===== config.mk =====
export PLATFORM = sky130hd
export DESIGN_NAME = piso_shift_tx
export DESIGN_NICKNAME = d
export VERILOG_FILES = /design/src/rtl/piso_shift_tx.sv
export SDC_FILE = /design/constraint.sdc
export NUM_CORES = 1
export LEC_CHECK = 0
export BUFFER_PORTS_ARGS = -buffer_cell sky130_fd_sc_hd__buf_2
export CAP_MARGIN = 20
export CORE_UTILIZATION = 55
export CTS_CLUSTER_SIZE = 12
export DETAILED_ROUTE_END_ITERATION = 8
export PLACE_DENSITY = 0.85
export SYNTH_ARGS = -nofsm -noshare
export SYNTH_HDL_FRONTEND = slang
export SYNTH_SLANG_ARGS = --single-unit

===== constraint.sdc =====
create_clock -name CLK -period 3.75 [get_ports CLK]
set_input_delay 0.5625 -clock CLK [delete_from_list [all_inputs] [get_ports CLK]]
set_output_delay 0.5625 -clock CLK [all_outputs]
set_load 0.1 [all_outputs]

===== src/rtl/piso_shift_tx.sv =====
// Parallel-in serial-out transmitter: takes one word on a valid/ready load
// handshake and sends it one bit per clock with a frame qualifier.
`timescale 1ps/1ps
module piso_shift_tx #(
   parameter int unsigned WIDTH     = 8,
   parameter bit          MSB_FIRST = 1'b1
) (
   input  logic             CLK,
   input  logic             n_res,
   input  logic [WIDTH-1:0] data_in,
   input  logic             load_valid,
   output logic             load_ready,
   output logic             ser_out,
   output logic             frame,
   output logic             done
);

   localparam int unsigned CW = $clog2(WIDTH);
   localparam logic [CW-1:0] CNT_LAST = CW'(WIDTH - 1);

   typedef enum logic [1:0] {
      S_IDLE  = 2'd0,
      S_SHIFT = 2'd1,
      S_DONE  = 2'd2
   } state_t;

   state_t           state, state_nxt;
   logic [WIDTH-1:0] shreg, shreg_nxt;
   logic [CW-1:0]    cnt, cnt_nxt;
   logic             ser_nxt, frame_nxt, done_nxt, ready_nxt;

   // Bit that leaves the word first, and the word with that bit consumed.
   function automatic logic head(input logic [WIDTH-1:0] w);
      return MSB_FIRST ? w[WIDTH-1] : w[0];
   endfunction

   function automatic logic [WIDTH-1:0] advance(input logic [WIDTH-1:0] w);
      return MSB_FIRST ? (w << 1) : (w >> 1);
   endfunction

   // State and registered outputs.
   always_ff @(posedge CLK or negedge n_res) begin
      if (!n_res) begin
         state      <= S_IDLE;
         shreg      <= '0;
         cnt        <= '0;
         ser_out    <= 1'b0;
         frame      <= 1'b0;
         done       <= 1'b0;
         load_ready <= 1'b1;
      end else begin
         state      <= state_nxt;
         shreg      <= shreg_nxt;
         cnt        <= cnt_nxt;
         ser_out    <= ser_nxt;
         frame      <= frame_nxt;
         done       <= done_nxt;
         load_ready <= ready_nxt;
      end
   end

   // Next state and next output values; the first bit goes out on the accept edge.
   always_comb begin
      state_nxt = state;
      shreg_nxt = shreg;
      cnt_nxt   = cnt;
      ser_nxt   = 1'b0;
      frame_nxt = 1'b0;
      done_nxt  = 1'b0;
      ready_nxt = 1'b0;
      case (state)
         S_IDLE: begin
            if (load_valid) begin
               shreg_nxt = advance(data_in);
               ser_nxt   = head(data_in);
               frame_nxt = 1'b1;
               cnt_nxt   = CNT_LAST;
               state_nxt = S_SHIFT;
            end else begin
               ready_nxt = 1'b1;
            end
         end
         S_SHIFT: begin
            if (cnt == '0) begin
               shreg_nxt = '0;
               done_nxt  = 1'b1;
               state_nxt = S_DONE;
            end else begin
               ser_nxt   = head(shreg);
               shreg_nxt = advance(shreg);
               cnt_nxt   = cnt - CW'(1);
               frame_nxt = 1'b1;
            end
         end
         S_DONE: begin
            ready_nxt = 1'b1;
            state_nxt = S_IDLE;
         end
         default: begin
            ready_nxt = 1'b1;
            state_nxt = S_IDLE;
         end
      endcase
   end

endmodule

==> qor.csv <==
stage,metric,value,unit
worst_setup_path,Buf/Inv on CP,1,
finish,"most common cell after layout, fill and taps aside",dfrtp_1,
worst_setup_path,R2R Path Start,state[0]$_DFFE_PN0P_,
grt,Congestion Overflow GR,0,
power_and_ir_drop,VDD IR-drop max,0.000524,V
floorplan,Initial Util,62.2,%
detailed_routing,vias per inst,5.78,
grt,antenna violations before repair,0,
sta,Final TNS setup,0,ns
grt,first-pass GRT wire length,2240,um
finish,nets,96,
placed_design,HPWL after detailed placement,973,um
cts,Longest Clk Path Bufs,2,
floorplan,Die W,38.4,um
cts,CTS resizes,0,
synth,register area share after synthesis,55.2,%
finish,Antenna Cells,0,
worst_setup_path,WP depth,1,
sta,final setup fails,0,
worst_setup_path,crit path DAT,1.20,ns
cts,clock slew at reported path FFs,0.09,ns
sta,RSZ-0062 raised after global routing,no,
synth,Unique masters post-synth,24,
cts,H-tree depth,1,
worst_setup_path,critical path class,flip-flop to primary output,
grt,largest net degree at the start of global routing,17,
sta,minimum clock period,1.76,ns
floorplan,Die Y-Extent,38.4,um
grt,GR Util met2,35.6,%
detailed_routing,drt first-iter violations,23,
placed_design,PortBufs,14,
placed_design,Post-DP Area,791,sq um
worst_setup_path,CP top delay family,flip-flops,
finish,fill count,93,
cts,Clock Tree Root,clkbuf_4,
detailed_routing,post-route ant nets,0,
sta,skew final,0.00849,ns
worst_setup_path,crit-path cells,buf_2,
synth,Synth Register Bits,16,
detailed_routing,Vias,555,
detailed_routing,routed wire length per instance,14.4,um
synth,Ys Warns,0,
sta,Fin. Hold Viols,0,
worst_setup_path,Reg2Reg Depth,4,
grt,busiest grt layer,met2,
finish,register area,402,sq um
synth,syn_area_per_cell,10.7,sq um
sta,Peak Freq,0.567,GHz
finish,most frequent cells in the layout,"dfrtp_1 (15), buf_2 (14), a21oi_1 (13), nor2_1 (8), nand3_1 (7)",
finish,Area Growth Syn to Fin,12.2,%
grt,met1 Usage GRT,30.9,%
grt,via count of the first global-routing pass,534,
cts,post-CTS setup buffers,0,
status,status,"finished, final reports clean",
floorplan,row count,12,
power_and_ir_drop,Leak,0.407,nW
floorplan,IO Pins,15,
finish,layout cells sized above 1,25.6,%
worst_setup_path,Worst EP required,3.19,ns
synth,net count after synthesis,81,
grt,Tot GR Track Use,22.8,%
worst_setup_path,CP Capture Type,primary output,
worst_setup_path,crit path max fanout,1,
worst_setup_path,Max stage delay on crit path,0.52,ns
finish,finished layout cell area,817,sq um
sta,Tcrit/Tclk final,47.1,%
cts,Clock Sinks,16,
synth,Post-Syn Area,728,sq um
cts,cts hold-fix bufs,0,
sta,Pins Over Slew Limit,0,
grt,met3 usage in global routing,4.07,%
min_path,worst min path class,input pin to async pin,
detailed_routing,number of remaining DRC errors,0,
sta,slew at the pin closest to its max-slew limit,0.649,ns
worst_setup_path,CP startpoint kind,flip-flop,
worst_setup_path,critical path's slowest cell,dfstp_2,
detailed_routing,final wirelength,1380,um
floorplan,Die ar.,1470,sq um
finish,area of the multi-input gates,282,sq um
worst_setup_path,Critical Path Start,load_ready$_DFF_PN1_,
cts,cts bufs inserted,3,
detailed_routing,drt pass-1 iters,4,
cts,later-pin clock latency in the skew report,0.28,ns
flow_run,# Max-Cap Violations,0,
synth,Mapped Cells,68,
floorplan,Std-Cell Core Area,1170,sq um
power_and_ir_drop,Pwr Density,1010,nW/um^2
sta,relative slew slack,56.6,%
cts,CTS tree,yes,
placed_design,RePlAce Congestion,0.767,
## path summary, 6_finish.rpt
kind	slack, ns	to
worst max-delay path	1.99	load_ready
worst min-delay path	0.17	done$_DFF_PN0_
worst max register to register	2.13	cnt[1]$_DFFE_PN0P_
worst min register to register	0.52	shreg[1]$_DFFE_PN0P_
max in group asynchronous	3.27	load_ready$_DFF_PN1_
min in group CLK	0.50	shreg[1]$_DFFE_PN0P_
## cell families after synthesis
| family | Yosys count | synth area share [%] |
|---|---|---|
| flops | 16 | 55.2 |
| mux | 1 | 2.06 |
| compound gates | 20 | 19.1 |
| buf+inv | 8 | 6.19 |
| simple gates | 21 | 14.1 |
| fa+ha+maj | 2 | 3.44 |
## layout make-up
class | count | area share [%]
clock buffer | 4 | 3.22
inverter | 4 | 2.45
multi-input combinational | 44 | 34.5
sequential | 16 | 49.2
tap | 14 | 2.14
timing repair buffer | 14 | 8.58
## sequential cells by signal, summed over array words and instances (netlist names)
name	flops
cnt	3
done	1
frame	1
load_ready	1
ser_out	1
shreg	7
state	2
## through the flow
step           hold slack (ns)  cells  setup WS [ns]  total power [W]  utilization, %
2_1_floorplan            0.267     68           2.30         0.000672               -
3_3_place_gp             0.485     92           2.06         0.000719            67.5
3_5_place_dp             0.487     92           2.02         0.000735            67.5
4_1_cts                  0.179     96           1.98         0.000830            69.8
5_1_grt                  0.192     96           1.95         0.000884            69.8
6_report                 0.172     96           1.99         0.000829            69.8
## worst register-to-register path, cell delays in order (launching register included)
cell     delay [ns]
dfrtp_1        0.49
o21ba_1        0.40
inv_6          0.10
a31oi_4        0.21
mux2_4         0.32
## power breakdown
group	internal (W)	leakage [nW]	total, W	switching (W)
Combinational	0.000143	0.200	0.000444	0.000301
Sequential	0.000250	0.191	0.000294	0.0000437
Clock	0.0000413	0.0150	0.0000914	0.0000501
Total	0.000434	0.407	0.000829	0.000395
## synthesized netlist by cell type, drive strengths merged
cell type	number	area share, %
nand2	1	0.51
nor2b	1	0.86
a21o	1	1.0
mux2	1	2.1
o211a	1	1.4
a22o	1	1.2
nand3	7	4.8
a21oi	13	8.9
nand2b	2	1.7
buf	3	2.9
nor3b	1	1.0
dfrtp	15	52
inv	4	2.7
clkbuf	1	0.51
ha	2	3.4
nor2	8	4.1
or4	1	1.0
dfstp	1	3.6
a31oi	2	3.8
a32o	1	1.4
o21ba	1	1.4
## metal layers
metal	vias to the layer above	routed length (um)
met4	0	20
met3	4	108
met1	260	584
met5	-	0
li1	264	-
met2	27	669
Note: power is estimated with default switching activity, not from simulation.
